==> config.mk <==
export PLATFORM = sky130hd
export DESIGN_NAME = ccl_table_sequencer
export DESIGN_NICKNAME = d
export VERILOG_FILES = /design/src/rtl/ccl_table_sequencer.sv
export SDC_FILE = /design/constraint.sdc
export NUM_CORES = 1
export LEC_CHECK = 0
export CORE_UTILIZATION = 34
export CTS_CLUSTER_DIAMETER = 200
export DETAILED_ROUTE_END_ITERATION = 16
export DONT_BUFFER_PORTS = 1
export PLACE_DENSITY = 0.52
export REMOVE_ABC_BUFFERS = 1
export SLEW_MARGIN = 0
export SYNTH_ARGS = -nofsm -noshare
export SYNTH_HDL_FRONTEND = slang
export SYNTH_SLANG_ARGS = --single-unit
==> constraint.sdc <==
create_clock -name clk_in -period 1.87 [get_ports clk_in]
set_input_delay 0.187 -clock clk_in [delete_from_list [all_inputs] [get_ports clk_in]]
set_output_delay 0.187 -clock clk_in [all_outputs]
set_load 0.01 [all_outputs]
==> src/rtl/ccl_table_sequencer.sv <==
// ccl_table_sequencer: frame-level owner of the CCL equivalence and area tables.
// During active video the labeling datapath holds the write path. During
// blanking this block flattens every used label to its final root, holds the
// result for the relabel stage, then restores the identity mapping.
module ccl_table_sequencer #(
  parameter int unsigned MAX_LABELS = 1024,
  parameter int unsigned LABEL_W    = $clog2(MAX_LABELS)
) (
  input  logic               clk_in,
  input  logic               rst_in,
  input  logic               frame_start_in,
  input  logic               frame_end_in,
  input  logic [LABEL_W:0]   num_labels_in,
  input  logic               resolve_done_in,
  output logic [LABEL_W-1:0] tbl_rd_addr_out,
  input  logic [LABEL_W-1:0] tbl_rd_data_in,
  output logic               tbl_wr_en_out,
  output logic [LABEL_W-1:0] tbl_wr_addr_out,
  output logic [LABEL_W-1:0] tbl_wr_data_out,
  output logic               area_clr_out,
  output logic               datapath_grant_out,
  output logic               busy_out,
  output logic               ready_out,
  output logic [LABEL_W:0]   num_roots_out,
  output logic               overflow_out,
  output logic               frame_drop_out
);

  typedef enum logic [2:0] {
    INIT_CLEAR,
    IDLE,
    ACTIVE,
    FL_RD1,
    FL_RD2,
    FL_WR,
    READY,
    CLEAR
  } state_t;

  localparam logic [LABEL_W-1:0] LAST_LABEL = LABEL_W'(MAX_LABELS - 1);
  localparam logic [LABEL_W:0]   MAX_N      = (LABEL_W + 1)'(MAX_LABELS - 1);

  state_t             state_q, state_d;
  logic [LABEL_W-1:0] idx_q, idx_d;
  logic [LABEL_W-1:0] n_q, n_d;
  logic [LABEL_W:0]   roots_q, roots_d;
  logic [LABEL_W-1:0] rd_addr_q, rd_addr_d;
  logic               wr_en_q, wr_en_d;
  logic [LABEL_W-1:0] wr_addr_q, wr_addr_d;
  logic [LABEL_W-1:0] wr_data_q, wr_data_d;
  logic               area_clr_q, area_clr_d;
  logic               grant_q, grant_d;
  logic               busy_q, busy_d;
  logic               ready_q, ready_d;
  logic               overflow_q, overflow_d;
  logic               drop_q, drop_d;

  logic               clamp;
  logic [LABEL_W-1:0] n_clamped;

  assign clamp     = (num_labels_in > MAX_N);
  assign n_clamped = clamp ? LAST_LABEL : num_labels_in[LABEL_W-1:0];

  // Next-state and next-output logic. Outputs are registered from the decision
  // made this cycle, so writes appear one cycle after the state that issues them;
  // busy is held through that trailing write so it falls after the last one.
  always_comb begin
    state_d    = state_q;
    idx_d      = idx_q;
    n_d        = n_q;
    roots_d    = roots_q;
    overflow_d = overflow_q;
    wr_en_d    = 1'b0;
    wr_addr_d  = wr_addr_q;
    wr_data_d  = wr_data_q;
    area_clr_d = 1'b0;
    drop_d     = frame_start_in && (state_q != IDLE);

    case (state_q)
      INIT_CLEAR: begin
        wr_en_d    = 1'b1;
        wr_addr_d  = idx_q;
        wr_data_d  = idx_q;
        area_clr_d = 1'b1;
        if (idx_q == LAST_LABEL) begin
          idx_d   = '0;
          state_d = IDLE;
        end else begin
          idx_d = idx_q + LABEL_W'(1);
        end
      end
      IDLE: begin
        if (frame_start_in) begin
          overflow_d = 1'b0;
          state_d    = ACTIVE;
        end
      end
      ACTIVE: begin
        if (frame_end_in) begin
          n_d     = n_clamped;
          roots_d = '0;
          if (clamp) overflow_d = 1'b1;
          if (n_clamped == '0) begin
            state_d = READY;
          end else begin
            idx_d   = LABEL_W'(1);
            state_d = FL_RD1;
          end
        end
      end
      FL_RD1: state_d = FL_RD2;
      FL_RD2: state_d = FL_WR;
      FL_WR: begin
        // equiv[p] was finalised earlier in the ascending pass, so it is the root.
        wr_en_d   = 1'b1;
        wr_addr_d = idx_q;
        wr_data_d = tbl_rd_data_in;
        if (tbl_rd_data_in == idx_q) roots_d = roots_q + (LABEL_W + 1)'(1);
        if (idx_q == n_q) begin
          state_d = READY;
        end else begin
          idx_d   = idx_q + LABEL_W'(1);
          state_d = FL_RD1;
        end
      end
      READY: begin
        if (resolve_done_in) begin
          idx_d   = '0;
          state_d = CLEAR;
        end
      end
      CLEAR: begin
        wr_en_d    = 1'b1;
        wr_addr_d  = idx_q;
        wr_data_d  = idx_q;
        area_clr_d = 1'b1;
        if (idx_q == n_q) begin
          idx_d   = '0;
          state_d = IDLE;
        end else begin
          idx_d = idx_q + LABEL_W'(1);
        end
      end
      default: state_d = INIT_CLEAR;
    endcase

    grant_d   = (state_d == ACTIVE);
    ready_d   = (state_d == READY);
    busy_d    = wr_en_d || !((state_d == IDLE) || (state_d == ACTIVE));
    rd_addr_d = (state_d == FL_RD1) ? idx_d : '0;
  end

  // State and registered outputs; reset restarts the table initialisation.
  always_ff @(posedge clk_in or posedge rst_in) begin
    if (rst_in) begin
      state_q    <= INIT_CLEAR;
      idx_q      <= '0;
      n_q        <= '0;
      roots_q    <= '0;
      rd_addr_q  <= '0;
      wr_en_q    <= 1'b0;
      wr_addr_q  <= '0;
      wr_data_q  <= '0;
      area_clr_q <= 1'b0;
      grant_q    <= 1'b0;
      busy_q     <= 1'b1;
      ready_q    <= 1'b0;
      overflow_q <= 1'b0;
      drop_q     <= 1'b0;
    end else begin
      state_q    <= state_d;
      idx_q      <= idx_d;
      n_q        <= n_d;
      roots_q    <= roots_d;
      rd_addr_q  <= rd_addr_d;
      wr_en_q    <= wr_en_d;
      wr_addr_q  <= wr_addr_d;
      wr_data_q  <= wr_data_d;
      area_clr_q <= area_clr_d;
      grant_q    <= grant_d;
      busy_q     <= busy_d;
      ready_q    <= ready_d;
      overflow_q <= overflow_d;
      drop_q     <= drop_d;
    end
  end

  // The parent read must chase the returned data in the same cycle.
  assign tbl_rd_addr_out    = (state_q == FL_RD2) ? tbl_rd_data_in : rd_addr_q;
  assign tbl_wr_en_out      = wr_en_q;
  assign tbl_wr_addr_out    = wr_addr_q;
  assign tbl_wr_data_out    = wr_data_q;
  assign area_clr_out       = area_clr_q;
  assign datapath_grant_out = grant_q;
  assign busy_out           = busy_q;
  assign ready_out          = ready_q;
  assign num_roots_out      = roots_q;
  assign overflow_out       = overflow_q;
  assign frame_drop_out     = drop_q;

endmodule
==> run summary <==
antenna violations before repair - 0
pwr dens - 1550 nW/um2
most frequent cells in the layout - 66 x dfrtp_1, 48 x nand2_1, 44 x buf_4
failing checks - negative setup slack
synthesized area per cell - 10.0 um2
Core ar. - 10,400 um2
CP Launch Type - flop
Design Area, Final - 5090 um2
crit share post-route - 1.09
number of synthesized flops with an enable pin - 0
Port Buffers - 0
CP required - 2140 ps
H-tree depth - 3
routed wire length per instance - 17.7 um
Post-Route WL - 10.1 mm
Clock Sink Count - 71
DR pass1 iterations - 4
Cell Area, Placed - 4110 um2
largest net degree at the start of global routing - 29
post-synthesis async set-or-reset flop share - 1.00
clock root cell - clkbuf_8
initial core utilization - 0.353
Layout Cells excl Fill - 570
Syn Inst Count - 365
Max transition margin - 0.644
dominant cell type by area after synthesis - dfrtp_1
DRT antenna net count - 0
DR vias - 2,936
CTS tree - yes
grt total ovfl - 0
layout cells sized above 1 - 0.359
RSZ-0062 raised after global routing - true
post-synthesis cell area - 3660 um2
clk_skew - 12.9 ps
Final WS setup - -165 ps
die height - 106 um
Worst EP arrival - 2300 ps
CP Capture Type - flop
WHS Path Cells - 2
die area - 11,200 um2
final slew viol count - 0
vias in the first global route - 3,166
layout net count - 458
top cell type's share of synthesized area - 0.479
status - finished, violations left
Hold Startpoint - num_labels_in[9]
Antenna Cells - 0
worst-margin pin slew - 534 ps
Final setup viols - 38
first-iteration detailed-routing DRC count - 122
Max IR drop VDD - 867 uV
worst hold-check path type - in2reg
cell row count - 37
Worst Setup SP - idx_q[7]$_DFF_PP0_
fin crit period - 2040 ps
DP HPWL - 6.89 mm
#FFs+latches synth - 71
placed cells - 525
Seq/Total Area, Yosys - 0.486
Via density - 5.15
number of CTS-inserted buffers - 9
Synth Flop Type - dfrtp_1
ranking of synthesized cells by area - dfrtp_1 48%, mux2_2 5.8%, xor2_1 5.0%
synth warn - 0
die width - 106 um
number of max-cap violations - 0
RePlAce Congestion - 0.835
IO Pins - 74
worst reg2reg path depth - 8
f_max - 0.491 GHz
Lkg Pwr - 2.38 nW
worst-skew pair later-pin latency - 350 ps
Final Hold Vio Count - 0
Area Growth Syn to Fin - 39.0%
smallest hold slack - 9.55 ps
Worst-path clk slew - 80 ps
CP Class - reg2reg
RR Startpoint - idx_q[7]$_DFF_PP0_
global-route wire length before repair - 16.4 mm
Cell variety after synth - 47
most common cell after layout, fill and taps aside - dfrtp_1
drc violations - 0
GRT Overall Usage - 0.193
Max clock buf depth - 2
CP max FO - 7
==> cell type report <==
cell class | instances | area [um2]
multi-input combinational | 259 | 2110
tap | 136 | 170
clock inverter | 5 | 104
sequential | 71 | 1780
inverter | 10 | 37.5
timing repair buffer | 78 | 729
fill | 971 | 5280
clock buffer | 11 | 151
==> state kept, by name, summed over array words and instances, names as in the netlist <==
register,cells
num_roots_out,11
tbl_wr_addr_out,10
frame_drop_out,1
area_clr_out,1
idx_q,10
tbl_wr_data_out,10
ready_out,1
rd_addr_q,10
datapath_grant_out,1
tbl_wr_en_out,1
overflow_out,1
state_q,3
busy_out,1
n_q,10
==> report_power, final <==
group | total, W | internal (W) | leakage, nW | switching (W)
Combinational | 0.00386 | 0.00188 | 1.33 | 0.00198
Clock | 0.00155 | 0.000959 | 0.130 | 0.000587
Sequential | 0.00248 | 0.00201 | 0.930 | 0.000472
Total | 0.00789 | 0.00485 | 2.38 | 0.00304
==> final timing paths <==
path | to | slack (ps)
setup reg to reg | rd_addr_q[2]$_DFF_PP0_ | -170
hold reg to reg | n_q[9]$_DFFE_PP0P_ | 500
setup / recovery | rd_addr_q[2]$_DFF_PP0_ | -170
min in group asynchronous | tbl_wr_data_out[2]$_DFFE_PP0P_ | 340
hold / removal | n_q[9]$_DFFE_PP0P_ | 10
max in group asynchronous | busy_out$_DFF_PP1_ | 870
==> Yosys cell counts (2+ instances only) <==
cell type and count:
a21oi_1 11, a22o_1 2, a22oi_1 2, a311oi_1 3, a31oi_1 6, a41oi_1 2
and2_1 3, and3_1 7, and4b_1 2, buf_2 12, buf_6 2, clkbuf_1 10
dfrtp_1 70, ha_1 3, inv_1 10, mux2_2 19, mux2i_1 13, nand2_1 48
nand2b_1 5, nand3_1 10, nand4_1 2, nor2_1 22, nor2b_1 9, nor3_1 7
nor3b_1 2, nor4_1 4, nor4_4 2, o21a_1 2, o21ai_0 27, o22ai_1 2
or3_1 3, xnor2_1 8, xor2_1 21
==> cells by family after synthesis <==
logic type	count (synthesis)	synth area share
compound gates	65	0.110
xor+xnor	29	0.0694
mux	32	0.0940
flops	71	0.486
buf+inv	35	0.0441
fa+ha+maj	3	0.0103
simple gates	130	0.186
==> what timing repair did <==
| action | CTS | global route |
|---|---|---|
| hold buffers | 9 | 2 |
| pin swaps | 31 | 20 |
| gates cloned | 3 | 0 |
| setup buffers | 13 | 3 |
| hold endpoints to repair | 29 | 2 |
| setup endpoints to repair | 42 | 47 |
| gates resized for setup | 77 | 27 |
==> critical path: stages (launching register included) <==
cell      delay (ps)
dfrtp_1          420
xor2_1           200
nor4_4           300
nand4_4          240
buf_6            190
o21bai_1         110
buf_4            170
a22o_1           170
nor2b_1          150
==> per-stage QoR <==
stage | setup TNS [ps] | util | setup WS [ps] | power (W)
2_1_floorplan | -18460 | - | -420 | 0.00422
3_3_place_gp | -2400 | 0.397 | -204 | 0.00546
3_5_place_dp | -2770 | 0.397 | -222 | 0.00550
4_1_cts | -2540 | 0.474 | -163 | 0.00770
5_1_grt | -6300 | 0.490 | -262 | 0.00845
6_report | -2160 | 0.490 | -165 | 0.00789
==> routing by layer <==
layer,share of wire,global-route usage
met4,0.010,0.0476
met2,0.50,0.322
met5,0,0
met1,0.43,0.244
met3,0.058,0.0594
Power figures use the tool's default switching activity.
